$ cat src/rtl/pipe_mdu_pkg.sv
// pipe_mdu_pkg: shared op encodings, HI/LO read encodings and FSM state
// type for the EXE-stage multiply/divide sequencer.
package pipe_mdu_pkg;
    localparam logic [2:0] MDU_NOP   = 3'b000;
    localparam logic [2:0] MDU_MULT  = 3'b001;
    localparam logic [2:0] MDU_MULTU = 3'b010;
    localparam logic [2:0] MDU_DIV   = 3'b011;
    localparam logic [2:0] MDU_DIVU  = 3'b100;
    localparam logic [2:0] MDU_MTHI  = 3'b101;
    localparam logic [2:0] MDU_MTLO  = 3'b110;

    localparam logic [1:0] HL_NONE = 2'b00;
    localparam logic [1:0] HL_MFHI = 2'b01;
    localparam logic [1:0] HL_MFLO = 2'b10;

    localparam int ITER_COUNT = 32;

    typedef enum logic [1:0] {ST_IDLE, ST_BUSY, ST_DONE} mdu_state_t;

    // Magnitude of a value that is only treated as two's complement for signed ops.
    function automatic logic [31:0] abs32(input logic [31:0] v, input logic sgn);
        return (sgn && v[31]) ? -v : v;
    endfunction
endpackage

$ cat src/rtl/mdu_iter.sv
// mdu_iter: 64-bit shift register doing one shift-add multiply step or one
// restoring-divide step per enable; raw unsigned result on result.
module mdu_iter (
    input  logic        clock,
    input  logic        resetn,
    input  logic        load,
    input  logic        step,
    input  logic        is_div,
    input  logic [31:0] a,
    input  logic [31:0] b,
    output logic [63:0] result
);
    logic [63:0] acc;
    logic [31:0] dvs;
    logic [32:0] sum;
    logic [31:0] sub;
    logic        ge;

    // Multiply keeps {partial, multiplier}; divide keeps {remainder, quotient}.
    assign sum = {1'b0, acc[63:32]} + (acc[0] ? {1'b0, dvs} : 33'd0);
    assign ge  = acc[63:31] >= {1'b0, dvs};
    assign sub = acc[62:31] - dvs;

    always_ff @(posedge clock or negedge resetn) begin
        if (!resetn) begin
            acc <= '0;
            dvs <= '0;
        end else if (load) begin
            acc <= {32'd0, a};
            dvs <= b;
        end else if (step) begin
            acc <= !is_div ? {sum, acc[31:1]} :
                   ge      ? {sub, acc[30:0], 1'b1} : {acc[62:0], 1'b0};
        end
    end

    assign result = acc;
endmodule

$ cat src/rtl/pipe_mdu_ctrl.sv
// pipe_mdu_ctrl: EXE-stage multiply/divide sequencer owning HI/LO; stalls
// the front of the pipeline while an MDU-related instruction meets a busy unit.
module pipe_mdu_ctrl
    import pipe_mdu_pkg::*;
(
    input  logic        clock,
    input  logic        resetn,
    input  logic [2:0]  eop,
    input  logic [1:0]  emfhilo,
    input  logic [31:0] ea,
    input  logic [31:0] eb,
    output logic        estall,
    output logic [31:0] ehilo,
    output logic [31:0] hi,
    output logic [31:0] lo,
    output logic        busy
);
    mdu_state_t  state, state_nx;
    logic [4:0]  cnt;
    logic        is_div, is_sgn, sa, sb, dz;
    logic [31:0] dz_a;
    logic        start, op_div, op_sgn, mdu_rel, load, step;
    logic [63:0] raw, prod;
    logic [31:0] quo, rem, fix_hi, fix_lo;

    assign start   = (state == ST_IDLE) && (eop >= MDU_MULT) && (eop <= MDU_DIVU);
    assign op_div  = (eop == MDU_DIV) || (eop == MDU_DIVU);
    assign op_sgn  = (eop == MDU_MULT) || (eop == MDU_DIV);
    assign mdu_rel = ((eop >= MDU_MULT) && (eop <= MDU_MTLO)) ||
                     (emfhilo == HL_MFHI) || (emfhilo == HL_MFLO);

    always_ff @(posedge clock or negedge resetn) begin
        if (!resetn)
            state <= ST_IDLE;
        else
            state <= state_nx;
    end

    always_comb begin
        state_nx = state;
        case (state)
            ST_IDLE: state_nx = start ? ST_BUSY : ST_IDLE;
            ST_BUSY: state_nx = (cnt == 5'(ITER_COUNT - 1)) ? ST_DONE : ST_BUSY;
            default: state_nx = ST_IDLE;
        endcase
    end

    always_comb begin
        busy   = state != ST_IDLE;
        estall = busy && mdu_rel;
        load   = start;
        step   = state == ST_BUSY;
        ehilo  = (emfhilo == HL_MFHI) ? hi : (emfhilo == HL_MFLO) ? lo : '0;
    end

    always_ff @(posedge clock or negedge resetn) begin
        if (!resetn) begin
            cnt    <= '0;
            is_div <= 1'b0;
            is_sgn <= 1'b0;
            sa     <= 1'b0;
            sb     <= 1'b0;
            dz     <= 1'b0;
            dz_a   <= '0;
        end else if (start) begin
            cnt    <= '0;
            is_div <= op_div;
            is_sgn <= op_sgn;
            sa     <= ea[31];
            sb     <= eb[31];
            dz     <= op_div && (eb == '0);
            dz_a   <= ea;
        end else if (step) begin
            cnt <= cnt + 5'd1;
        end
    end

    mdu_iter u_iter (
        .clock  (clock),
        .resetn (resetn),
        .load   (load),
        .step   (step),
        .is_div (is_div),
        .a      (abs32(ea, op_sgn)),
        .b      (abs32(eb, op_sgn)),
        .result (raw)
    );

    // Remainder follows the dividend's sign; quotient/product follow sign xor.
    assign prod   = (is_sgn && (sa ^ sb)) ? -raw : raw;
    assign quo    = (is_sgn && (sa ^ sb)) ? -raw[31:0] : raw[31:0];
    assign rem    = (is_sgn && sa) ? -raw[63:32] : raw[63:32];
    assign fix_hi = dz ? dz_a : is_div ? rem : prod[63:32];
    assign fix_lo = dz ? '1   : is_div ? quo : prod[31:0];

    always_ff @(posedge clock or negedge resetn) begin
        if (!resetn) begin
            hi <= '0;
            lo <= '0;
        end else if (state == ST_DONE) begin
            hi <= fix_hi;
            lo <= fix_lo;
        end else if (state == ST_IDLE && eop == MDU_MTHI) begin
            hi <= ea;
        end else if (state == ST_IDLE && eop == MDU_MTLO) begin
            lo <= ea;
        end
    end
endmodule

$ cat config.mk
export PLATFORM = sky130hd
export DESIGN_NAME = pipe_mdu_ctrl
export DESIGN_NICKNAME = d
export VERILOG_FILES = /design/src/rtl/pipe_mdu_pkg.sv /design/src/rtl/mdu_iter.sv /design/src/rtl/pipe_mdu_ctrl.sv
export SDC_FILE = /design/constraint.sdc
export NUM_CORES = 1
export LEC_CHECK = 0
export BUFFER_PORTS_ARGS = -buffer_cell sky130_fd_sc_hd__buf_4
export CAP_MARGIN = 25
export CORE_MARGIN = 2
export CORE_UTILIZATION = 40
export CTS_CLUSTER_SIZE = 25
export DETAILED_ROUTE_END_ITERATION = 12
export HOLD_SLACK_MARGIN = 0.03
export SKIP_LAST_GASP = 1
export SLEW_MARGIN = 20
export SYNTH_ARGS = -nofsm -noshare
export SYNTH_HDL_FRONTEND = slang
export SYNTH_SLANG_ARGS = --single-unit
$ cat constraint.sdc
create_clock -name clock -period 9.1 [get_ports clock]
set_input_delay 1.365 -clock clock [delete_from_list [all_inputs] [get_ports clock]]
set_output_delay 1.365 -clock clock [all_outputs]
set_load 0.01 [all_outputs]
# Word level (Yosys, flattened, before mapping)
# Index checks and enable logic that the tools add are counted.
# W data, S select, Z words.
# totals
out_inout_bits	98
regBits	204
n_memories	0
mem_bits_rw	0
mem_bits_ro	0
latch_bits	0
inputBits	71
word_cells	84
# op_classes
add_sub_neg	8
reduce_logical	22
bitwise_logic	1
order_cmp	4
eq_ne	11
shift	0
mul	0
muxes	26
div	0
# ops
op	n
$mux W32	16
$mux W64	5
$neg A32 Y32	4
$neg A64 Y64	1
$add A32 B33 Y33	1
$ge A33 B32 Y1	1
$logic_not A32 Y1	1
$sub A32 B32 Y32	1
$logic_and A1 B1 Y1	11
$mux W5	2
$eq A3 B3 Y1 const B	3
$reduce_bool A2 Y1	4
$le A3 B3 Y1 const B	2
$add A5 B1 Y5 const B	1
$eq A5 B5 Y1 const B	1
$eq A2 B1 Y1 const B	2
$eq A2 B2 Y1 const B	2
$logic_or A1 B1 Y1	4
$pmux W2 S2	1
$eq A3 B1 Y1 const B	1
$eq A3 B2 Y1 const B	1
$ge A3 B1 Y1 const B	1
$logic_not A2 Y1	1
$mux W2	1
4 further kinds	4

# Depth between registers and ports, before layout
# depth
ltp_word	6
depth_mapped	14
mapped_depth_nobuf	13

# Hierarchy
# Synthesis repeated with hierarchy kept, for this count alone.
# hier_totals
cells_unflattened	2166
area_unflattened_um2	17088.9
# by_module_without_submodules
module	n_inst	area_per_inst_um2	cells_each	seq_area_each_um2
pipe_mdu_ctrl	1	8599.5	1094	2677.6
mdu_iter	1	8489.4	1072	2402.3

# Worst setup path after synthesis
# No wires, ideal clock.
# synth_timing
path_type	input-to-reg
from	in ea[7]
to	reg u_iter.acc[24] (netlist: u_iter.result[24])
arrival_ns	3.571
setup_slack_ns	5.395
required_time_ns	8.966
setup_ns	0.134
n_path_buf	1
stages	8
cell_sequence	clkbuf_1 or4_1 or3_1 nor4_1 nand2_1 o41ai_1 xor2_1 o21ai_0
# synth_between
elab_chain_len	3
# synth_lines
element	line	rtl
start, declared	pipe_mdu_ctrl.sv:10	input logic [31:0] ea,
$neg A32 Y32	pipe_mdu_pkg.sv:22	return (sgn && v[31]) ? -v : v;
$mux W32	pipe_mdu_pkg.sv:22	
$mux W64	mdu_iter.sv:28	end else if (load) begin
end signal, assigned	mdu_iter.sv:29	acc <= {32'd0, a};
end signal, assigned	mdu_iter.sv:32	acc <= !is_div ? {sum, acc[31:1]} :
end, declared	mdu_iter.sv:13	logic [63:0] acc;
# No other way between the ends.
# A chain may end at the register's enable or synchronous reset.

# Final worst setup path
# layout_timing
from	reg u_iter.acc[0] (netlist: u_iter.result[0])
to	reg u_iter.acc[60] (netlist: u_iter.result[60])
# layout_between
elab_chain_len	5
# layout_lines
element	line	rtl
$mux W32	mdu_iter.sv:20	assign sum = {1'b0, acc[63:32]} + (acc[0] ? {1'b0, dvs} : 33'd0);
$add A32 B33 Y33	mdu_iter.sv:20	
$mux W64	mdu_iter.sv:32	
$mux W64	mdu_iter.sv:31	end else if (step) begin
$mux W64	mdu_iter.sv:28	
# No other way between the ends. The select of a mux whose other input is x is not followed.

==> impl_metrics.tcl <==
set metrics [dict create \
    cts_tree "built" \
    grt_usage_pct 26.8 \
    rows 72 \
    synthesis.nets 2124 \
    seqPwrFrac_pct 25.3 \
    setup.worst_path.end_class "flip-flop" \
    crit_path_top_delay_cell "or4b_2" \
    drive_gt1_share_pct 12.6 \
    syn_avg_cell_area_um2 7.99 \
    path_class "flip-flop to flip-flop" \
    numPortBuffers 168 \
    max_freq_mhz 231 \
    clockBufferDepth 3 \
    setup-tns-final_ps 0 \
    dp_slack_ps 4830 \
    clock_sinks 203 \
    ys_warn_count 0 \
    gp_congestion 0.979 \
    num_antenna_cells 0 \
    post_cts_buffers 0 \
    rrSetupSlack_ps 4770 \
    ys_ff_latch 203 \
    grt_max_degree 87 \
    drcViolationCount 0 \
    p_sw_share_pct 49.5 \
    period_share_pct 47.6 \
    max-slew-margin-rel_pct 30.0 \
    worst_slack_ps 4770 \
    worstPathCellList "inv_1, buf_4, nor2_1, ha_1, a2111oi_0, o21ai_0, a21oi_1, nor2_1, a31oi_1, o31ai_1, or4b_2, a31o_2, o211ai_1" \
    worst_pin_slew_ps 1040 \
    drv_slew 0 \
    die_x_um 203 \
    antenna_found_initial 1 \
    status "completed" \
    fill_cells 3834 \
    core_um2 38800 \
    insertion_delay_ps 570 \
    internal_power_w 0.00397 \
    cp-start-kind "flip-flop" \
    skew_ps 15.4 \
    setup_viol 0 \
    cts_resized 0 \
    r2r_start "u_iter.result[0]" \
    dieArea_um2 41200 \
    postCtsHoldBufs 0 \
    ys.flop_type "dfrtp_1" \
    die_h_um 203 \
    hpwl_um 41100 \
    maxCapViolations 0 \
    powerDensity_nw_per_um2 429 \
    p_sw_w 0.00389 \
    syn2layout_area_growth_pct 15.7 \
    final_util_pct 47.2 \
    avgRoutedWirePerCell_um 21.5 \
    yosysSeqAreaShare_pct 32.1 \
    worstPathMaxFanout 30 \
    comb_power_share_pct 62.0 \
    ir_worst_vdd_mv 0.198 \
    root_buffer "clkbuf_16" \
    grt_overflow_total 0 \
    viasPerCell 5.98 \
    synth.distinct_cells 68 \
    total_power_w 0.00785 \
    syn_area_um2 15800 \
    htreeDepth 1 \
    synth-edff-count 0 \
    r2r_end "u_iter.result[60]" \
    critPathRequiredTime_ps 9570 \
    hold_viol_final 0 \
    drt_wl_total_um 55900 \
    endpoint "u_iter.result[60]" \
    io_pins 169 \
    p_leak_nw 8.10 \
    syn-instance-count 1981 \
    worst_path_largest_cell_delay_ps 670 \
    rsz0062_at_grt "false" \
    num_vias 15545 \
    initial_core_util_pct 40.8 \
    r2r_cells 13 \
    first_pass_iters 6 \
    clk_pin_slew_worst_paths_ps 60 \
    grt_pass1_vias 14928 \
    first_iter_violations 1242 \
    timing.hold.ws_ps 476 \
    grt_pass1_wl_um 87400 \
    async_flop_share_pct 100 \
    post-route-min-period_ps 4330 \
    critical_path.startpoint "u_iter.result[0]" \
    hp-class "flip-flop to flip-flop" \
    crit_arrival_ps 4800 \
    ant_nets 0 \
    numCtsBuffers 25 \
    p_clk_share_pct 12.6 \
    path_common_cell "nor2_1" \
    nets 2212 \
]
critical path: cells and delay by family, from the launching register on:
kind            cells  cell delay (ps)
compound gates      7             2050
simple gates        3              900
buf+inv             2              450
flops               1              440
fa+ha+maj           1              390
metrics by stage:
stage	area (µm²)	std cells
6_report	18300	2601
5_1_grt	18300	2601
4_1_cts	18300	2599
3_5_place_dp	17500	2558
3_3_place_gp	17500	2557
2_1_floorplan	15800	1981
logic make-up after synthesis:
| logic type | share of synthesized area (%) |
|---|---|
| compound gates | 25.7 |
| flops | 32.1 |
| buf+inv | 4.77 |
| xor+xnor | 9.35 |
| mux | 3.82 |
| simple gates | 18.5 |
| fa+ha+maj | 5.79 |
state kept, by name (all words and copies together) (netlist names):
register       flops
hi                32
cnt                5
sa                 1
state              2
is_sgn             1
dz_a              31
lo                32
is_div             1
dz                 1
u_iter.result     64
sb                 1
u_iter.dvs        32
power by group through the flow:
stage / sequential (W) / combinational, W / clock [W]
floorplan: 0.00174 / 0.00350 / 0
global placement: 0.00198 / 0.00477 / 0
detailed placement: 0.00199 / 0.00480 / 0
CTS: 0.00198 / 0.00482 / 0.00101
global route: 0.00205 / 0.00538 / 0.00104
finish: 0.00199 / 0.00487 / 0.000993
synthesized netlist by cell type, types with 6 or more instances:
master      n  share of area, %
and3_1      9              0.36
or3_1      18              0.71
or4_1      11              0.52
nand2b_1   14              0.55
ha_1       70               5.5
o21a_1     11              0.52
o21ai_0   215               6.8
nor2b_1     8              0.32
nand2_1   286               6.8
nor4_1     22              0.87
o22ai_1    38               1.5
a21o_1     30               1.4
xor2_1     70               3.9
o31ai_1    23               1.1
or2_2       9              0.36
a211oi_1   20              0.95
mux2i_1    57               3.6
a22oi_1    19              0.90
nand3_1    27              0.85
buf_2       7              0.22
a21oi_1   104               3.3
nor2_1    140               3.3
and2_1     15              0.59
nor3_1     48               1.5
o211ai_1   40               1.9
a221oi_1    6              0.33
inv_1      69               1.6
dfrtp_1   203                32
xnor2_1    99               5.5
a22o_1     35               1.9
nand4_1    17              0.67
clkbuf_1  106               2.5
o41ai_1    10              0.55
buf_1      17              0.40
a222oi_1   21               1.3
a31oi_1    17              0.67
o221ai_1    6              0.33
worst min-delay path by stage:
stage,start,to,cells past startpoint,slack (ps)
finish,u_iter.dvs[12],u_iter.dvs[12],2,480
global route,u_iter.dvs[8],u_iter.dvs[8],2,500
detailed placement,dz_a[20],dz_a[20],2,460
global placement,dz_a[3],dz_a[3],2,460
floorplan,dz_a[8],dz_a[8],2,450
CTS,dz_a[20],dz_a[20],2,480
layout make-up:
type	count	area (µm²)	area share, %
multi-input combinational	1579	10100	55.0
sequential	203	5080	27.8
timing repair buffer	191	1480	8.06
clock buffer	35	713	3.90
tap	518	648	3.54
inverter	69	259	1.41
clock inverter	6	70.1	0.383
layout by cell type (no fill, tap or decap), types with 23 or more instances in the layout:
| master | count |
|---|---|
| nand2_1 | 286 |
| o21ai_0 | 215 |
| dfrtp_1 | 202 |
| buf_4 | 187 |
| nor2_1 | 138 |
| a21oi_1 | 104 |
| xnor2_1 | 99 |
| xor2_1 | 70 |
| ha_1 | 70 |
| inv_1 | 69 |
| mux2i_1 | 57 |
| nor3_1 | 48 |
| o211ai_1 | 40 |
| o22ai_1 | 38 |
| a22o_1 | 35 |
| a21o_1 | 30 |
| nand3_1 | 26 |
| clkbuf_16 | 25 |
| o31ai_1 | 23 |
per-layer routing:
layer,up-vias,GRT usage (%),wire length (µm)
met4,0,8.52,1730
met2,559,45.1,26600
met5,-,0,0
met1,7515,35.9,24200
li1,7377,-,-
met3,94,3.26,3290
Power figures use the tool's default switching activity.
